### src/rtl/eth_tx_min_pad.sv
// -----------------------------------------------------------------------------
// eth_tx_min_pad
// Sits between the application frame source and the CRC32 adder on the TX path.
// Frames shorter than MIN_LEN bytes (DA..payload, FCS not yet appended) are
// extended with PAD_BYTE up to MIN_LEN, so the frame meets the 64-byte
// Ethernet minimum once the FCS is added. Frames of MIN_LEN bytes or more go
// through byte for byte.
//
// Both sides use a sof/vld/data/eof/rdy byte stream. There is a single output
// register stage, so a byte accepted in cycle N is presented in cycle N+1.
//
// Build option:
//   ETH_TX_PAD_IFG_EN - when defined, the stage holds off new input for
//                       IFG_CYC cycles after each frame's eof byte has been
//                       loaded (GAP state). When undefined there is no GAP
//                       state, no hold-off counter, and IFG_CYC has no effect.
// -----------------------------------------------------------------------------
module eth_tx_min_pad #(
    parameter int          MIN_LEN  = 60,     // minimum frame length before FCS
    parameter logic [7:0]  PAD_BYTE = 8'h00,  // fill value for pad bytes
    parameter int          CNT_W    = 11,     // byte counter width (saturating)
    parameter int          IFG_CYC  = 12      // hold-off cycles after each frame
) (
    input  logic        clk,
    input  logic        rst_n,

    input  logic        in_sof,
    input  logic        in_vld,
    input  logic [7:0]  in_data,
    input  logic        in_eof,
    output logic        in_rdy,

    output logic        out_sof,
    output logic        out_vld,
    output logic [7:0]  out_data,
    output logic        out_eof,
    input  logic        out_rdy,

    output logic        pad_pulse,
    output logic        sof_err
);

    // -------------------------------------------------------------------------
    // State encoding
    // -------------------------------------------------------------------------
    localparam logic [1:0] ST_IDLE = 2'd0;  // waiting for a sof byte
    localparam logic [1:0] ST_PASS = 2'd1;  // forwarding frame body
    localparam logic [1:0] ST_PAD  = 2'd2;  // generating pad bytes, input stalled

`ifdef ETH_TX_PAD_IFG_EN
    localparam logic [1:0] ST_GAP  = 2'd3;  // inter-frame hold-off, input stalled

    // Hold-off counter runs 0 .. IFG_CYC-1 while in GAP.
    localparam int         IFG_W   = (IFG_CYC > 1) ? $clog2(IFG_CYC) : 1;
    localparam logic [IFG_W-1:0] IFG_LAST = IFG_W'(IFG_CYC - 1);

    // A zero-length hold-off degenerates to returning straight to IDLE.
    localparam logic [1:0] ST_CLOSE = (IFG_CYC > 0) ? ST_GAP : ST_IDLE;
`else
    localparam logic [1:0] ST_CLOSE = ST_IDLE;

    // Negative hold-off values are meaningless; nothing is built either way.
    if (IFG_CYC < 0) begin : g_ifg_cyc_invalid
    end
`endif

    // Length threshold in the widened counter domain so that cnt+1 never wraps.
    localparam logic [CNT_W:0]   MIN_LEN_W = (CNT_W + 1)'(MIN_LEN);
    localparam logic [CNT_W-1:0] CNT_MAX   = '1;
    localparam logic [CNT_W-1:0] CNT_ONE   = CNT_W'(1);

    // A single sof+eof byte already satisfies the minimum only if MIN_LEN <= 1.
    localparam bit ONE_BYTE_MEETS_MIN = (MIN_LEN <= 1);

    // -------------------------------------------------------------------------
    // Registers and next-state signals
    // -------------------------------------------------------------------------
    logic [1:0]        state_reg,     state_next;
    logic [CNT_W-1:0]  cnt_reg,       cnt_next;
    logic              out_vld_reg,   out_vld_next;
    logic              out_sof_reg,   out_sof_next;
    logic              out_eof_reg,   out_eof_next;
    logic [7:0]        out_data_reg,  out_data_next;
    logic              pad_pulse_reg, pad_pulse_next;
    logic              sof_err_reg,   sof_err_next;
`ifdef ETH_TX_PAD_IFG_EN
    logic [IFG_W-1:0]  ifg_cnt_reg,   ifg_cnt_next;
`endif

    // Helper terms
    logic              load_ok;     // output register may take a new value
    logic              in_accept;   // input byte transferred this cycle
    logic [CNT_W:0]    cnt_inc;     // cnt+1 without wrap
    logic [CNT_W-1:0]  cnt_sat;     // cnt+1 saturating at CNT_MAX
    logic              len_reached; // the byte being emitted reaches MIN_LEN

    // Output register is free when empty or being drained this cycle.
    assign load_ok     = !out_vld_reg || out_rdy;

    // Input is only taken while forwarding is possible; held low during reset.
    assign in_rdy      = rst_n && load_ok &&
                         ((state_reg == ST_IDLE) || (state_reg == ST_PASS));
    assign in_accept   = in_vld && in_rdy;

    // Byte counting: the byte about to be emitted is number cnt+1.
    assign cnt_inc     = {1'b0, cnt_reg} + {{CNT_W{1'b0}}, 1'b1};
    assign cnt_sat     = (cnt_reg == CNT_MAX) ? cnt_reg : cnt_inc[CNT_W-1:0];
    assign len_reached = (cnt_inc >= MIN_LEN_W);

    // -------------------------------------------------------------------------
    // Next-state and output-register load logic
    // -------------------------------------------------------------------------
    // Computes the frame FSM transition and what the output register loads.
    always_comb begin
        state_next     = state_reg;
        cnt_next       = cnt_reg;
        out_vld_next   = out_vld_reg;
        out_sof_next   = out_sof_reg;
        out_eof_next   = out_eof_reg;
        out_data_next  = out_data_reg;
        pad_pulse_next = 1'b0;
        sof_err_next   = 1'b0;
`ifdef ETH_TX_PAD_IFG_EN
        ifg_cnt_next   = '0;
`endif

        // When the output register is free and nothing new is loaded below,
        // it empties. When stalled, everything above simply holds.
        if (load_ok) begin
            out_vld_next  = 1'b0;
            out_sof_next  = 1'b0;
            out_eof_next  = 1'b0;
            out_data_next = 8'h00;
        end

        case (state_reg)
            ST_IDLE: begin
                if (in_accept) begin
                    if (in_sof) begin
                        // First byte of a new frame.
                        out_vld_next  = 1'b1;
                        out_sof_next  = 1'b1;
                        out_data_next = in_data;
                        cnt_next      = CNT_ONE;
                        if (in_eof) begin
                            if (ONE_BYTE_MEETS_MIN) begin
                                out_eof_next = 1'b1;
                                state_next   = ST_CLOSE;
                            end else begin
                                pad_pulse_next = 1'b1;
                                state_next     = ST_PAD;
                            end
                        end else begin
                            state_next = ST_PASS;
                        end
                    end else begin
                        // Body byte with no frame open: drop it and flag.
                        sof_err_next = 1'b1;
                    end
                end
            end

            ST_PASS: begin
                if (in_accept) begin
                    // A stray sof inside a frame is forwarded as plain data.
                    out_vld_next  = 1'b1;
                    out_sof_next  = 1'b0;
                    out_data_next = in_data;
                    sof_err_next  = in_sof;
                    cnt_next      = cnt_sat;
                    if (in_eof) begin
                        if (len_reached) begin
                            out_eof_next = 1'b1;
                            state_next   = ST_CLOSE;
                        end else begin
                            pad_pulse_next = 1'b1;
                            state_next     = ST_PAD;
                        end
                    end
                end
            end

            ST_PAD: begin
                if (load_ok) begin
                    out_vld_next  = 1'b1;
                    out_sof_next  = 1'b0;
                    out_data_next = PAD_BYTE;
                    cnt_next      = cnt_sat;
                    if (len_reached) begin
                        out_eof_next = 1'b1;
                        state_next   = ST_CLOSE;
                    end
                end
            end

`ifdef ETH_TX_PAD_IFG_EN
            ST_GAP: begin
                if (ifg_cnt_reg == IFG_LAST) begin
                    state_next = ST_IDLE;
                end else begin
                    ifg_cnt_next = ifg_cnt_reg + 1'b1;
                end
            end
`endif

            default: begin
                state_next = ST_IDLE;
            end
        endcase
    end

    // -------------------------------------------------------------------------
    // State and output registers
    // -------------------------------------------------------------------------
    // Registers all state; synchronous active-low reset returns to IDLE empty.
    always_ff @(posedge clk) begin
        if (!rst_n) begin
            state_reg     <= ST_IDLE;
            cnt_reg       <= '0;
            out_vld_reg   <= 1'b0;
            out_sof_reg   <= 1'b0;
            out_eof_reg   <= 1'b0;
            out_data_reg  <= 8'h00;
            pad_pulse_reg <= 1'b0;
            sof_err_reg   <= 1'b0;
`ifdef ETH_TX_PAD_IFG_EN
            ifg_cnt_reg   <= '0;
`endif
        end else begin
            state_reg     <= state_next;
            cnt_reg       <= cnt_next;
            out_vld_reg   <= out_vld_next;
            out_sof_reg   <= out_sof_next;
            out_eof_reg   <= out_eof_next;
            out_data_reg  <= out_data_next;
            pad_pulse_reg <= pad_pulse_next;
            sof_err_reg   <= sof_err_next;
`ifdef ETH_TX_PAD_IFG_EN
            ifg_cnt_reg   <= ifg_cnt_next;
`endif
        end
    end

    // -------------------------------------------------------------------------
    // Outputs
    // -------------------------------------------------------------------------
    assign out_vld   = out_vld_reg;
    assign out_sof   = out_sof_reg;
    assign out_eof   = out_eof_reg;
    assign out_data  = out_data_reg;
    assign pad_pulse = pad_pulse_reg;
    assign sof_err   = sof_err_reg;

endmodule
### config.mk
export PLATFORM = sky130hd
export DESIGN_NAME = eth_tx_min_pad
export DESIGN_NICKNAME = d
export VERILOG_FILES = /design/src/rtl/eth_tx_min_pad.sv
export SDC_FILE = /design/constraint.sdc
export NUM_CORES = 1
export LEC_CHECK = 0
export ABC_AREA = 0
export BUFFER_PORTS_ARGS = -buffer_cell sky130_fd_sc_hd__buf_4
export CAP_MARGIN = 15
export CORE_UTILIZATION = 62
export CTS_BUF_LIST = sky130_fd_sc_hd__clkbuf_4 sky130_fd_sc_hd__clkbuf_8
export CTS_CLUSTER_DIAMETER = 40
export DETAILED_ROUTE_END_ITERATION = 8
export PLACE_DENSITY = 0.93
export SYNTH_ARGS = -nofsm -noshare
export SYNTH_HDL_FRONTEND = slang
export SYNTH_SLANG_ARGS = --single-unit
### constraint.sdc
create_clock -name clk -period 4.95 [get_ports clk]
set_input_delay 0.99 -clock clk [delete_from_list [all_inputs] [get_ports clk]]
set_output_delay 0.99 -clock clk [all_outputs]
set_load 0.1 [all_outputs]
==> run metrics, run 1 <==
leakage=0.669 nW; DP Wirelength=2730 um; P_int=0.498 mW; cell accounting for the most synthesized area=dfxtp_1; syn nets=207; DR WL/cell=17.0 um; Via density=6.58; Ports=28; die extent in y=between 50 and 60 um; CP max stage cell=nor2b_1; TritonCTS Buffers=3; Final Hold Vio Count=0; Post-synth EDFFs=0; Post-Route WL=between 4000 and 5000 um; drt drc=0; Area growth syn-to-layout=14.7%; gp weighted congestion=0.899; Setup violations, final=0; Core Footprint=0.00230 mm2; insertion delay to the later sink of the worst-skew pair=0.34 ns; Yosys top cell area share=33.2%; Cells after Synth=188; PwrDens=between 500 and 600 mW/mm2; critical path class=input port to output pin; max reg flops=11; fin crit share=63.7%; largest buffer count on any clock path=2; Bufs and invs on worst path=2; crit-path leading delay family=simple AND/OR/NAND/NOR gates; Tot GR Track Use=32.2%; cts-stage hold buffer count=0; crit path from=out_rdy; Root Buffer=clkbuf_4; synthesized area per cell=8.35 um2; worst-path fanout max=13; FF/Latch Area=520 um2; crit end category=output pin; Clk network pwr share=15.7%; fin crit period=3.15 ns; # Max-Cap Violations=0; synthesized cell area=0.00157 mm2; slowest stage delay, CP=0.67 ns; RSZ-0062 raised after global routing=false; initial antenna violation count=0; antenna viol nets, final=0; share of cells above drive strength 1=20.1%; post-synthesis register bit count=26; grt total ovfl=0; Layout Cells excl Fill=237; ys async rst share=0%; Tightest Pin Transition=0.870 ns; vias=1560; top-count cell post-synth=dfxtp_1; Layout Nets=229; largest net degree at the start of global routing=24; HP Class=register to register; dpl cells=approximately 230; Post CTS Setup Buffer Count=0; final setup TNS=0 ns; Logic pwr share=58.1%; Peak Freq=317 MHz; # resized after CTS=0; DR iter-0 viols=roughly 110; H-tree Lvls=1; fill count=164; arrival time worst endpoint=~2.2 ns; Flop pwr share=26.2%; largest cells by area after synthesis=dfxtp_1 33%, nor2_1 4.8%, ha_1 4.0%, a21oi_1 3.8%, a22oi_1 3.8%; Psw=0.478 mW; area of the multi-input gates=approximately 960 um2; VDD IR max=0.587 mV; Die ar.=approximately 0.0027 mm2; Setup crit start kind=input port; status=finished, final reports clean; hold wc startpoint=out_sof$_SDFF_PN0_; CP cell instances=buf_4 -> nor2b_1 -> a211oi_1 -> buf_4; normalized max-slew margin=41.9%; vias in the first global route=1446; row count=17; yosys warns=0; skew final=0.0111 ns; port bufs=27; CTS tree=built; final hold slack=0.498 ns; die width=approximately 52 um; CP dominant cell by count=buf_4; Antenna diodes=0; detailed-router iteration count before antenna repair=5; post-synthesis sequential area ratio=33.2%; FF-to-FF Start=state_reg[1]$_SDFFE_PN0P_; Finished Core Util=78.3%; WP data required=roughly 4.0 ns; Distinct cells, synth=50; switching share of power=49.0%; Initial Utilization=between 60 and 70%; first-pass GRT wire length=around 6500 um; Final Max Tran Viols=0; clk slew on worst S/H paths=about 0.15 ns; main flop type after synthesis=dfxtp_1; CTS Sinks=26; most common library cells after synthesis=26 x dfxtp_1, 20 x nor2_1, 13 x nand2_1
==> per-layer routing <==
layer	share of wire (%)	vias up	GRT usage, %
met5	0	-	0
met4	2.6	0	15.4
met3	8.0	13	4.06
met2	48	100	53.4
met1	41	709	40.9
li1	-	738	-
==> placed cells by master, fill, tap and decap left out, types with 2 or more instances in the layout <==
master | Yosys | layout
clkbuf_4 | 0 | 3
o21ai_0 | 5 | 5
nor3_1 | 5 | 5
ha_1 | 5 | 5
and3_1 | 3 | 3
and2_1 | 5 | 5
nand4b_1 | 2 | 2
a211oi_1 | 4 | 4
a31oi_1 | 4 | 4
buf_4 | 1 | 27
nand3_1 | 10 | 10
nor4_2 | 2 | 2
a22oi_1 | 8 | 8
nand4_1 | 2 | 2
nand2_1 | 13 | 13
nor2b_1 | 3 | 3
o21ai_1 | 8 | 8
nor2_1 | 20 | 20
inv_1 | 6 | 6
a21oi_1 | 12 | 12
dfxtp_1 | 26 | 26
or4_1 | 3 | 3
xnor2_1 | 2 | 2
o31ai_1 | 3 | 3
mux2i_1 | 2 | 2
a21boi_0 | 3 | 3
==> area by class of cell <==
cell class	count	share of cell area (%)
Multi-Input combinational cell	144	53.1
Sequential cell	26	28.9
Timing Repair Buffer	27	11.3
Tap cell	28	1.95
Inverter	8	1.81
Clock inverter	1	1.67
Clock buffer	3	1.25
==> path summary, 6_finish.rpt <==
check                                  end  slack [ns]  cells past startpoint
setup reg to reg  cnt_reg[10]$_SDFFE_PN0P_        2.26                      7
hold reg to reg         out_sof$_SDFF_PN0_        0.50                      2
setup / recovery                    in_rdy        1.80                      4
hold / removal          out_sof$_SDFF_PN0_        0.50                      2
==> power groups by stage <==
stage	Clock, mW	Sequential, mW	Combinational, mW
global route	0.160	0.259	0.605
floorplan	0	0.320	0.410
finish	0.153	0.256	0.567
detailed placement	0	0.260	0.550
CTS	0.151	0.255	0.557
global placement	0	0.258	0.523
==> cells by family after synthesis <==
| logic type | Yosys count | synth area share (%) |
|---|---|---|
| and+or+nand+nor | 75 | 26.2 |
| DFF | 26 | 33.2 |
| muxes | 2 | 1.28 |
| xor gates and xnor gates | 2 | 1.12 |
| adders and majority gates | 5 | 3.99 |
| buffers and inverters | 18 | 5.90 |
| AOI/OAI and AO/OA | 60 | 28.4 |
==> worst min-delay path: cells and delay by family, from the launching register on <==
family / cells / cell delay, ns
AO/OA/AOI/OAI: 1 / 0.06
AND/OR/NAND/NOR: 1 / 0.06
flip-flops: 1 / 0.34
==> through the flow <==
stage          area (um2)  total power [mW]  setup WS (ns)
6_report             1800             0.975           1.80
5_1_grt              1800              1.02           1.69
4_1_cts              1800             0.963           1.83
3_5_place_dp         1750             0.809           1.85
3_3_place_gp         1750             0.781           1.88
2_1_floorplan        1570             0.730          0.432
Power figures use the tool's default switching activity.
==> inputs of run 2 (changes only) <==
--- a/config.mk
+++ b/config.mk
@@ -8,11 +8,11 @@
 export ABC_AREA = 0
 export BUFFER_PORTS_ARGS = -buffer_cell sky130_fd_sc_hd__buf_4
 export CAP_MARGIN = 15
-export CORE_UTILIZATION = 62
+export CORE_UTILIZATION = 52
 export CTS_BUF_LIST = sky130_fd_sc_hd__clkbuf_4 sky130_fd_sc_hd__clkbuf_8
 export CTS_CLUSTER_DIAMETER = 40
 export DETAILED_ROUTE_END_ITERATION = 8
-export PLACE_DENSITY = 0.93
+export PLACE_DENSITY = 0.84
 export SYNTH_ARGS = -nofsm -noshare
 export SYNTH_HDL_FRONTEND = slang
 export SYNTH_SLANG_ARGS = --single-unit
==> constraint.sdc (replaced) <==
create_clock -name clk -period 2.8 [get_ports clk]
set_input_delay 0.56 -clock clk [delete_from_list [all_inputs] [get_ports clk]]
set_output_delay 0.56 -clock clk [all_outputs]
set_load 0.1 [all_outputs]
==> run 2 against run 1 <==
  * Non-clock buffer count is 4 higher
  * Combinational power is 82% higher
  * Cell count is 3.0% higher
  * Global-route usage is 9.1 points lower
  * Hold slack worse by 0.023 ns
  * Clock power is 71% higher
  * Flip-flop and latch count stayed put
  * Die area is 18% higher
  * Critical path type is now register to output pin
  * Critical path depth is 1 higher
==> run metrics, run 2 (synthesized netlist as in run 1, its figures left out) <==
die width=56.9 um (+8.8%); final setup TNS=0 ns (unchanged); vias in the first global route=1323 (-8.5%); Die ar.=0.00324 mm2 (+18%); largest net degree at the start of global routing=23 (-4.2%); most common cell after layout, fill and taps aside=buf_4; grt total ovfl=0 (unchanged); HP Class=input port to register; crit end category=output pin; FF-to-FF Start=state_reg[1]$_SDFFE_PN0P_; DR WL/cell=14.5 um (-15%); Layout Cells excl Fill=244 (+3.0%); Setup crit start kind=register; arrival time worst endpoint=1.88 ns (-0.28 ns); insertion delay to the later sink of the worst-skew pair=0.33 ns (about the same); critical path class=register to output pin; port bufs=27 (unchanged); Initial Utilization=55.9% (-12 points); Peak Freq=410 MHz; Tightest Pin Transition=0.764 ns (-0.107 ns); dpl cells=240 (+3.0%); GR met3 Demand/Resource=5.44% (+1.4 points); design area=0.00185 mm2 (+2.6%); DR iter-0 viols=48 (-58%); R2R setup slack=0.46 ns (-1.80 ns); CP max stage cell=ha_1; commonest non-fill, non-tap cells in the layout=31 x buf_4, 26 x dfxtp_1, 20 x nor2_1, 13 x nand2_1, 12 x a21oi_1; clk slew on worst S/H paths=0.15 ns (about the same); die extent in y=56.9 um (+8.8%); CTS Sinks=26 (unchanged); Tot GR Track Use=23.1% (-9.1 points); first-pass GRT wire length=5980 um (-8.4%); grt met1 use=31.4% (-9.5 points); WP data required=2.24 ns (-1.72 ns); Antenna diodes=0 (unchanged); Hold Path Stages=3 (+1); Final Hold Vio Count=0 (unchanged); Setup violations, final=0 (unchanged); normalized max-slew margin=48.7% (+6.8 points); row count=19 (+2); RSZ-0062 raised after global routing=false; status=finished, final reports clean; detailed-router iteration count before antenna repair=4 (-1); # Max-Cap Violations=0 (unchanged); Post CTS Setup Buffer Count=0 (unchanged); CP cell instances=inv_1 -> ha_1 -> inv_4 -> a211oi_4 -> buf_4; drt drc=0 (unchanged); Top Usage Layer GRT=met2; # resized after CTS=0 (unchanged); slowest stage delay, CP=0.45 ns (-0.22 ns); cell area after placement=0.00179 mm2 (+2.7%); max reg flops=11 (unchanged); fin crit period=2.44 ns; hold wc startpoint=in_data[7]; Area growth syn-to-layout=17.6%; Ports=28 (unchanged); Reg2Reg Capture Point=cnt_reg[4]$_SDFFE_PN0P_; initial antenna violation count=0 (unchanged); vias=1532 (-1.8%); Bufs and invs on worst path=3 (+1); PwrDens=944 mW/mm2 (+74%); Root Buffer=clkbuf_4; leakage=0.691 nW (+3.3%); Via density=6.28 (-4.6%); Final Max Tran Viols=0 (unchanged); cts-stage hold buffer count=0 (unchanged); final hold slack=0.476 ns (-0.0227 ns); R2R depth=7 (unchanged); Post-Route WL=3530 um (-12%); VDD IR max=0.496 mV (-16%); fin crit share=87.2%; gp weighted congestion=0.845 (-6.0%); antenna viol nets, final=0 (unchanged); CTS tree=built; worst-path fanout max=9 (-4); DP Wirelength=2580 um (-5.5%); GR met2 Demand/Resource=38.3% (-15 points); TritonCTS Buffers=3 (unchanged); H-tree Lvls=1 (unchanged); share of cells above drive strength 1=22.1% (+2.0 points); Hold Path End=out_data[7]$_SDFF_PN0_; skew final=0.00498 ns (-0.00609 ns); crit-path leading delay family=buffers and inverters; Core Footprint=0.00281 mm2 (+22%); Layout Nets=233 (+1.7%); largest buffer count on any clock path=2 (unchanged)
run 2: report_power, final:
part | total, mW | switching, mW | internal, mW
Combinational | 1.03 | 0.670 | 0.362
Sequential | 0.449 | 0.0380 | 0.411
Clock | 0.261 | 0.116 | 0.145
Total | 1.74 | 0.824 | 0.918
run 2: worst reg2reg max path, stage by stage, from the launching register on:
cell	delay (ns)
dfxtp_1	0.37
inv_1	0.11
ha_1	0.45
inv_4	0.10
a211o_4	0.38
a2111o_1	0.57
o21ai_1	0.20
a21oi_1	0.08
run 2: per-layer routing:
layer / routed length (um) / vias up
li1: - / 748
met1: 1610 / 723
met2: 1680 / 59
met3: 226 / 2
met4: 17 / 0
met5: 0 / -
run 2: final cells by class:
| cell class | instances | area [um2] |
|---|---|---|
| Clock buffer | 3 | 22.5 |
| Clock inverter | 1 | 30.0 |
| Fill cell | 232 | 960 |
| Inverter | 8 | 32.5 |
| Multi-Input combinational cell | 144 | 968 |
| Sequential cell | 26 | 520 |
| Tap cell | 31 | 38.8 |
| Timing Repair Buffer | 31 | 233 |
run 2: how the worst max path moves through the flow:
stage | startpoint | cells past startpoint | end
2_1_floorplan | out_vld$_SDFF_PN0_ | 3 | in_rdy
3_3_place_gp | state_reg[1]$_SDFFE_PN0P_ | 8 | cnt_reg[10]$_SDFFE_PN0P_
3_5_place_dp | state_reg[1]$_SDFFE_PN0P_ | 7 | cnt_reg[4]$_SDFFE_PN0P_
4_1_cts | state_reg[1]$_SDFFE_PN0P_ | 5 | in_rdy
5_1_grt | state_reg[1]$_SDFFE_PN0P_ | 5 | in_rdy
6_report | state_reg[1]$_SDFFE_PN0P_ | 5 | in_rdy
run 2: stage by stage:
step	utilization, %	worst slack (ns)	total power, mW
6_report	65.8	0.358	1.74
5_1_grt	65.8	0.274	1.84
4_1_cts	65.8	0.371	1.73
3_5_place_dp	63.9	0.502	1.48
3_3_place_gp	63.9	0.601	1.44
2_1_floorplan	-	0.166	1.31
==> inputs of run 3 (changes only) <==
--- a/config.mk
+++ b/config.mk
@@ -6,8 +6,7 @@
 export NUM_CORES = 1
 export LEC_CHECK = 0
 export ABC_AREA = 0
-export BUFFER_PORTS_ARGS = -buffer_cell sky130_fd_sc_hd__buf_4
-export CAP_MARGIN = 15
+export BUFFER_PORTS_ARGS = -buffer_cell sky130_fd_sc_hd__buf_2
 export CORE_UTILIZATION = 52
 export CTS_BUF_LIST = sky130_fd_sc_hd__clkbuf_4 sky130_fd_sc_hd__clkbuf_8
 export CTS_CLUSTER_DIAMETER = 40
==> run 3 against run 2 <==
  * Die area unchanged
  * Hold slack got worse by 0.011 ns
  * Maximum frequency decreased by 4.2%
  * Clock skew fell by 0.0030 ns
  * Cell count unchanged
  * Critical path depth unchanged
==> run metrics, run 3 (synthesized netlist as in run 1, its figures left out) <==
Reg2Reg Capture Point=cnt_reg[10]$_SDFFE_PN0P_; Root Buffer=clkbuf_4; Post-Route WL=3410 um (-3.6%); Setup violations, final=0 (unchanged); largest buffer count on any clock path=2 (unchanged); hold wc startpoint=in_data[7]; CTS Sinks=26 (unchanged); Area growth syn-to-layout=13.3%; clk slew on worst S/H paths=0.15 ns (about the same); max reg flops=11 (unchanged); Antenna diodes=0 (unchanged); # Max-Cap Violations=0 (unchanged); DP Wirelength=2400 um (-7.0%); Tot GR Track Use=22.7% (-0.36 points); fill count=249 (+7.3%); Final Hold Vio Count=0 (unchanged); crit end category=output pin; final setup TNS=0 ns (unchanged); TritonCTS Buffers=3 (unchanged); Core Footprint=0.00281 mm2 (unchanged); Via density=5.98 (-4.7%); antenna viol nets, final=0 (unchanged); Hold Path Stages=3 (unchanged); FF-to-FF Start=state_reg[1]$_SDFFE_PN0P_; R2R setup slack=0.47 ns (about the same); Setup WS pre-CTS=0.504 ns (+0.00233 ns); commonest non-fill, non-tap cells in the layout=27 x buf_2, 26 x dfxtp_1, 20 x nor2_1, 13 x nand2_1, 12 x a21oi_1; leakage=0.680 nW (-1.6%); vias=1460 (-4.7%); critical path class=register to output pin; R2R depth=8 (+1); first-pass GRT wire length=5910 um (-1.2%); Peak Freq=392 MHz (-4.2%); Layout Nets=233 (unchanged); normalized max-slew margin=54.0% (+5.3 points); DR WL/cell=14.0 um (-3.6%); Post CTS Setup Buffer Count=0 (unchanged); DR iter-0 viols=94 (+96%); drt drc=0 (unchanged); insertion delay to the later sink of the worst-skew pair=0.33 ns (about the same); VDD IR max=0.447 mV (-9.9%); Ports=28 (unchanged); CTS tree=built; row count=19 (unchanged); WP data required=2.24 ns (about the same); initial antenna violation count=0 (unchanged); port bufs=27 (unchanged); worst-path fanout max=9 (unchanged); grt total ovfl=0 (unchanged); detailed-router iteration count before antenna repair=4 (unchanged); Die ar.=0.00324 mm2 (unchanged); RSZ-0062 raised after global routing=false; cts-stage hold buffer count=0 (unchanged); Tightest Pin Transition=0.684 ns (-0.0794 ns); total power=1.71 mW (-1.9%); vias in the first global route=1264 (-4.5%); Hold Path End=out_data[7]$_SDFF_PN0_; # resized after CTS=0 (unchanged); skew final=0.00199 ns (-0.00299 ns); area of the multi-input gates=968 um2 (unchanged); FF/Latch Area=520 um2 (unchanged); largest net degree at the start of global routing=23 (unchanged); post-route setup slack=0.250 ns (-0.108 ns); gp weighted congestion=0.847 (+0.19%); die width=56.9 um (unchanged); fin crit period=2.55 ns (+0.108 ns); die extent in y=56.9 um (unchanged); H-tree Lvls=1 (unchanged); fin crit share=91.1% (+3.9 points); arrival time worst endpoint=1.99 ns (+0.11 ns); share of cells above drive strength 1=22.1% (unchanged); HP Class=input port to register; most common cell after layout, fill and taps aside=buf_2; PwrDens=961 mW/mm2 (+1.9%); Final Max Tran Viols=0 (unchanged); Setup crit start kind=register; Initial Utilization=55.9% (unchanged); status=finished, final reports clean
run 3: critical path, stage by stage, from the launching register on:
cell	delay (ns)
dfxtp_1	0.37
inv_1	0.11
ha_1	0.44
inv_4	0.09
a211oi_4	0.20
buf_2	0.45
run 3: worst max path at each step:
| stage | slack [ns] | cells past startpoint | endpoint | start |
|---|---|---|---|---|
| 2_1_floorplan | 0.17 | 3 | in_rdy | out_vld$_SDFF_PN0_ |
| 4_1_cts | 0.25 | 5 | in_rdy | state_reg[1]$_SDFFE_PN0P_ |
| 3_3_place_gp | 0.57 | 7 | cnt_reg[2]$_SDFFE_PN0P_ | state_reg[1]$_SDFFE_PN0P_ |
| 6_report | 0.25 | 5 | in_rdy | state_reg[1]$_SDFFE_PN0P_ |
| 3_5_place_dp | 0.50 | 8 | cnt_reg[10]$_SDFFE_PN0P_ | state_reg[1]$_SDFFE_PN0P_ |
| 5_1_grt | 0.17 | 5 | in_rdy | state_reg[1]$_SDFFE_PN0P_ |
run 3: area by class of cell:
cell class / count / area share, %
flip-flops and latches: 26 / 29.3
clock buffers: 3 / 1.27
multi-input cells: 144 / 54.5
repair buffers: 31 / 9.29
inverters: 8 / 1.83
well taps: 31 / 2.18
clock inverters: 1 / 1.69
run 3: power by group:
part	leakage, nW	total [mW]	switching [mW]	internal, mW
Combinational	0.441	0.997	0.655	0.343
Sequential	0.211	0.448	0.0371	0.411
Clock	0.0279	0.264	0.119	0.145
Total	0.680	1.71	0.810	0.899
run 3: metrics by stage:
step | hold WS (ns) | area (um2) | util (%) | cells
4_1_cts | 0.460 | 1780 | 63.4 | 244
3_5_place_dp | 0.462 | 1730 | 61.5 | 240
2_1_floorplan | 0.469 | 1580 | - | 188
6_report | 0.465 | 1780 | 63.4 | 244
5_1_grt | 0.468 | 1780 | 63.4 | 244
3_3_place_gp | 0.465 | 1730 | 61.5 | 240
run 3: metal layers:
metal  share of wire, %  vias to the layer above  routed length, um  track usage, %
li1                   -                      746                  -               -
met1                 51                      673               1750            34.2
met2                 45                       37               1530            34.5
met3                3.1                        4                106            2.72
met4               0.62                        0                 21            6.27
met5                  0                        -                  0               0
